==> config.mk <==
export PLATFORM = sky130hd
export DESIGN_NAME = pulse_timer
export DESIGN_NICKNAME = d
export VERILOG_FILES = /design/src/rtl/pulse_timer_pkg.sv /design/src/rtl/comparator_eq.sv /design/src/rtl/pulse_timer.sv
export SDC_FILE = /design/constraint.sdc
export NUM_CORES = 1
export LEC_CHECK = 0
export BUFFER_PORTS_ARGS = -buffer_cell sky130_fd_sc_hd__buf_2
export CAP_MARGIN = 20
export CORE_UTILIZATION = 40
export CTS_CLUSTER_DIAMETER = 80
export DETAILED_ROUTE_END_ITERATION = 10
export PLACE_DENSITY = 0.64
export SLEW_MARGIN = 20
export SYNTH_ARGS = -nofsm -noshare
export SYNTH_HDL_FRONTEND = slang
export SYNTH_SLANG_ARGS = --single-unit
==> constraint.sdc <==
create_clock -name clk -period 5.65 [get_ports clk]
set_input_delay 0.565 -clock clk [delete_from_list [all_inputs] [get_ports clk]]
set_output_delay 0.565 -clock clk [all_outputs]
set_load 0.1 [all_outputs]
==> src/rtl/pulse_timer_pkg.sv <==
// pulse_timer_pkg: shared types and defaults for the programmable pulse timer
//   timer_state_t : IDLE / RUN / DONE control states
//   DEF_N         : default datapath width
package pulse_timer_pkg;

    localparam int DEF_N = 32;

    typedef enum logic [1:0] {S_IDLE, S_RUN, S_DONE} timer_state_t;

endpackage

==> src/rtl/comparator_eq.sv <==
// comparator_eq: combinational N-bit equality comparator
//   a, b : operands
//   out  : high when a equals b
module comparator_eq #(
    parameter int N = 32
) (
    input  logic [N-1:0] a,
    input  logic [N-1:0] b,
    output logic         out
);

    assign out = (a == b);

endmodule

==> src/rtl/pulse_timer.sv <==
// pulse_timer: programmable period counter emitting a one-cycle tick every period enabled cycles
//   clk, rst  : clock, synchronous active-high reset
//   ena       : count enable
//   start     : latch period/one_shot and (re)start counting
//   stop      : abort counting, return to idle
//   one_shot  : 1 = stop after first tick, 0 = auto-reload
//   period    : tick interval in enabled cycles (0 treated as 1)
//   count     : current counter value
//   tick      : registered one-cycle pulse at terminal count
//   busy      : high while running
module pulse_timer
    import pulse_timer_pkg::*;
#(
    parameter int N = DEF_N
) (
    input  logic         clk,
    input  logic         rst,
    input  logic         ena,
    input  logic         start,
    input  logic         stop,
    input  logic         one_shot,
    input  logic [N-1:0] period,
    output logic [N-1:0] count,
    output logic         tick,
    output logic         busy
);

    timer_state_t state;
    logic [N-1:0] period_q;
    logic         mode_q;
    logic [N-1:0] term;
    logic         hit;

    // Only the terminal value is derived by subtraction; count stops at term,
    // so a full-scale period never needs an extra counter bit.
    assign term = period_q - N'(1);
    assign busy = (state == S_RUN);

    comparator_eq #(.N(N)) u_cmp (
        .a   (count),
        .b   (term),
        .out (hit)
    );

    always_ff @(posedge clk) begin
        if (rst) begin
            state    <= S_IDLE;
            count    <= '0;
            tick     <= 1'b0;
            period_q <= N'(1);
            mode_q   <= 1'b0;
        end else begin
            tick <= 1'b0;
            case (state)
                S_RUN: begin
                    if (stop) begin
                        state <= S_IDLE;
                        count <= '0;
                    end else if (start) begin
                        count    <= '0;
                        period_q <= (period == '0) ? N'(1) : period;
                        mode_q   <= one_shot;
                    end else if (ena) begin
                        if (hit) begin
                            tick  <= 1'b1;
                            count <= '0;
                            state <= mode_q ? S_DONE : S_RUN;
                        end else begin
                            count <= count + N'(1);
                        end
                    end
                end
                // IDLE and the single DONE cycle both accept a new start.
                default: begin
                    count <= '0;
                    state <= start ? S_RUN : S_IDLE;
                    if (start) begin
                        period_q <= (period == '0) ? N'(1) : period;
                        mode_q   <= one_shot;
                    end
                end
            endcase
        end
    end

endmodule
==> After elaboration in Yosys (flattened, before gate mapping) <==
Index checks and enable logic that the tools add are counted.
{ "classes": {"reduce_logical": 4, "n_addsub": 2, "n_eq_ne": 6, "n_bitwise": 2, "muxes": 16} }
{ "op_table": {"columns": ["cell", "n"], "rows": [
  ["32-bit 2-to-1 mux", 5],
  ["32-bit by 1-bit adder with 32-bit output (second input constant)", 1],
  ["32-bit equality test", 1],
  ["32-bit zero test", 1],
  ["32-bit by 1-bit subtractor with 32-bit output (second input constant)", 1],
  ["2-bit 2-to-1 mux", 6],
  ["3-bit inequality test (second input constant)", 2],
  ["1-bit 2-to-1 mux", 5],
  ["5-bit OR reduction", 1],
  ["4-bit OR reduction", 1],
  ["3-bit by 2-bit inequality test with 1-bit output (second input constant)", 1],
  ["3-bit AND reduction", 1],
  ["2-bit by 1-bit equality test with 1-bit output (second input constant)", 1],
  ["2-bit inequality test (second input constant)", 1],
  ["1-bit NOT", 2]
]} }
{ "totals": {"output_inout_bits": 34, "wordCells": 35, "ff_bits": 68, "inputBits": 38} }

==> Longest topological paths before layout <==
{ "depth": {"depth_word": 7, "depth_mapped": 11, "mapped_depth_nobuf": 10} }

==> Cells and area by module <==
From an unflattened synthesis, not the netlist that was laid out.
{ "hier_totals": {"hier_cells": 474, "hier_area_um2": 3718.6} }
{ "modules_own_cells": {"columns": ["mod", "area_each_um2", "seq_area_each_um2", "n_inst", "cells_per_inst"], "rows": [
  ["pulse_timer", 3372.0, 1361.3, 1, 431],
  ["comparator_eq", 346.6, 0.0, 1, 43]
]} }

==> Least setup slack after synthesis <==
Ideal clock, no wire load.
{ "synth_timing": {"path_type": "register to register", "from": "register count[2]", "to": "register state[0]", "required_time_ns": 5.467, "synth_period_minus_slack_ns": 3.050, "arrival_ns": 2.867, "slack_ns": 2.600, "stages_incl_launch_ff": 10, "setup_time_ns": 0.183, "n_path_buf": 1, "cell_sequence": "dfxtp_1 buf_6 nand3_1 a221oi_1 a41oi_1 nor4_1 nand2_1 or4_1 o41ai_1 a221oi_1"} }
{ "synth_via": {"elab_chain_cells": 3} }
{ "synth_rtl": {"columns": ["item", "line_no", "rtl"], "rows": [
  ["start, declared", "pulse_timer.sv:23", "output logic [N-1:0] count,"],
  ["start signal, assigned", "pulse_timer.sv:69", "count <= count + N'(1);"],
  ["32-bit equality test", "comparator_eq.sv:12", "assign out = (a == b);"],
  ["3-bit by 2-bit inequality test with 1-bit output (no line)", null, null],
  ["3-bit AND reduction (no line)", null, null],
  ["end signal, assigned", "pulse_timer.sv:67", "state <= mode_q ? S_DONE : S_RUN;"],
  ["end signal, assigned", "pulse_timer.sv:76", "state <= start ? S_RUN : S_IDLE;"],
  ["end, declared", "pulse_timer.sv:28", "timer_state_t state;"]
]} }
Every way passes these cells.
A chain may end at the register's enable or synchronous reset.

==> Final worst setup path <==
{ "layout_timing": {"from": "register period_q[0]", "to": "register count[22]"} }
{ "layout_via": {"elab_chain_cells": 3} }
{ "layout_rtl": {"columns": ["item", "line_no", "rtl"], "rows": [
  ["start, declared", "pulse_timer.sv:29", "logic [N-1:0] period_q;"],
  ["start signal, assigned", "pulse_timer.sv:61", "period_q <= (period == '0) ? N'(1) : period;"],
  ["start signal, assigned", "pulse_timer.sv:78", "period_q <= (period == '0) ? N'(1) : period;"],
  ["32-bit by 1-bit subtractor with 32-bit output", "pulse_timer.sv:36", "assign term = period_q - N'(1);"],
  ["32-bit equality test", "comparator_eq.sv:12", null],
  ["32-bit 2-to-1 mux", "pulse_timer.sv:64", "if (hit) begin"]
]} }
Every way passes these cells.

==> qor.txt <==
# DRC: 0
sw power: 0.287 mW
vias: 3714
synthesized area per cell: 8.23 µm²
Max-Cap Viols: 0
asr flop ratio synth: 0%
TritonCTS clock tree: yes
num ports: 72
nets: 588
crit-path cells: inv_1, ha_1, nor4b_2, nand4_2, nor4b_4, mux2_1, a211oi_1, or4_4, nor3_4, buf_4, nor3_1
Clock Sinks: 68
Post-CTS Setup Bufs: 0
switching part of the total: 27.9%
Max stage delay on crit path: 540 ps
synthesized flop and latch total: 68
peak supply drop: 0.100 mV
Worst Setup End Kind: flip-flop
crit path kind: flip-flop to flip-flop
Die ar.: 10500 µm²
all-layer global routing usage: 20.3%
area leader, netlist: dfxtp_1
CTS Buf Count: 9
final setup fails: 0
vias in the first global route: 3392
Post-CTS Hold Fix Bufs: 0
Cells after Synth: 489
Pre-antenna DRT Iters: 5
Area Growth Syn to Fin: 13.6%
Mapped Nets: 529
DP HPWL: 7720 µm
Max Slew Vio Count: 0
crit path max-delay cell type: or4_4
mean routed wirelength per cell: 14.7 µm
Comb power frac: 15.9%
Synth warnings: 0
dpl cells: 670
DRT iter0 DRCs: 196
worst slew pin tran: 847 ps
Clk network pwr share: 33.9%
Clock transition at path regs: 70 ps
initial antenna violation count: 0
Crit path required time: 5840 ps
Post-synth EDFFs: 0
Final period util: 57.3%
Max Freq: 309 MHz
Std-Cell Rows: 36
RSZ-0062 raised after global routing: no
Final Hold Fails: 0
end-of-flow core utilization: 46.8%
synth top area cells: dfxtp_1, nand2_1, xnor2_1, xor2_1, a21oi_1
worst rel slew slack: 43.0%
CP top delay family: simple AND/OR/NAND/NOR gates
core region area: 9770 µm²
Post-Route WL: 10100 µm
antenna cell count: 0
CTS resizes: 0
largest net degree at the start of global routing: 36
Setup Skew: 5.19 ps
Synth cell types: 54
CTS root buffer: clkbuf_8
Clock Latency Late Sink: 340 ps
ANT nets after route: 0
Placer Congestion: 0.938
Initial Utilization: 41.2%
Hold Slack: 455 ps
power per cell area: 225 nW/µm²
status: finished, final reports clean
count of filler cells inserted in the layout: 996
Die Y: 102 µm
first-pass GRT wire length: 16400 µm
chip width: 102 µm
DR vias/cell: 5.42
deepest clock path buffer count: 2
startpoint types: flip-flop
# port buffers: 71
min cycle time layout: 3240 ps
CTS H-tree depth: 3
Lkg Pwr: 1.72 nW
share of the synthesized area in the top cell type: 33.8%
most frequent cell after synthesis: nand2_1
Internal: 0.743 mW
Hold Crit Class: flip-flop to flip-flop
share of cells above drive strength 1: 22.1%
Crit path buffers/inverters: 2
sequential share of power: 50.2%
sequential-to-total area share from yosys stat: 33.8%
CP Data Arrival Time: 3430 ps
Synth Cell Area: 4020 µm²
synth cell count leaders: nand2_1, dfxtp_1, xnor2_1
CP max FO: 31
post-route non-filler standard cell count: 685
Setup TNS: 0 ps
gr ovfl total: 0
prevailing post-synth register cell: dfxtp_1
==> cell type report <==
cell class | count | area, µm² | area share (%)
multi-input cells | 389 | 2480 | 54.2
flip-flops and latches | 68 | 1360 | 29.8
repair buffers | 73 | 370 | 8.10
well taps | 133 | 166 | 3.64
clock buffers | 13 | 159 | 3.48
inverters | 7 | 26.3 | 0.575
clock inverters | 2 | 10.0 | 0.219
==> routing by layer <==
| metal | vias up | GRT usage [%] | share of wire, % |
|---|---|---|---|
| li1 | 1841 | - | - |
| met1 | 1745 | 28.2 | 48 |
| met2 | 104 | 30.8 | 44 |
| met3 | 24 | 2.94 | 4.7 |
| met4 | 0 | 10.1 | 2.4 |
| met5 | - | 0 | 0 |
==> power groups by stage <==
stage,logic [mW],clock network [mW],registers (mW)
after floorplan,0.129,0,0.519
after global placement,0.158,0,0.527
after detailed placement,0.162,0,0.528
after CTS,0.163,0.359,0.517
after global routing,0.180,0.380,0.519
final,0.164,0.349,0.517
==> metrics by stage <==
stage	power [mW]	setup WS [ps]	area (µm²)
floorplan	0.648	2600	4020
global placement	0.685	2590	4400
detailed placement	0.690	2430	4400
CTS	1.04	2430	4570
global route	1.08	2200	4570
finish	1.03	2410	4570
==> sequential cells by signal (all words and copies together), names as in the netlist <==
name / cells
mode_q: 1
count: 32
state: 2
period_q: 32
tick: 1
==> logic make-up (layout without fill, tap and decap cells) <==
logic type	count (synthesis)	in the layout	synth area share, %
AOI/OAI and AO/OA	61	61	9.52
muxes	4	4	1.03
and+or+nand+nor	250	250	34.6
xor gates and xnor gates	72	72	15.7
buffers and inverters	32	95	4.73
DFF	68	68	33.8
adders and majority gates	2	2	0.622
==> layout by cell type (no fill, tap or decap), drive strengths merged, types with 13 or more instances in the layout <==
master,synthesis,final
clkbuf,15,13
xnor2,38,38
xor2,34,34
nor2,16,16
nand4,13,13
dfxtp,68,68
nand2,92,92
buf,9,73
nand3,17,17
nor4,20,20
a21oi,37,37
nor3,48,48
==> worst register-to-register path: stages (launching register included) <==
cell      delay (ps)
dfxtp_1          360
inv_1             80
ha_1             250
nor4b_2          300
nand4_2          270
nor4b_4          400
mux2_1           200
a211oi_1          70
or4_4            540
nor3_4           130
buf_4            380
nor3_1           120
==> final timing paths <==
kind	from	to	slack, ps	depth (start not counted)
min reg2reg	mode_q	mode_q	450	2
max reg2reg	period_q[0]	count[22]	2410	11
max	period_q[0]	count[22]	2410	11
min	mode_q	mode_q	450	2
Power figures use the tool's default switching activity.
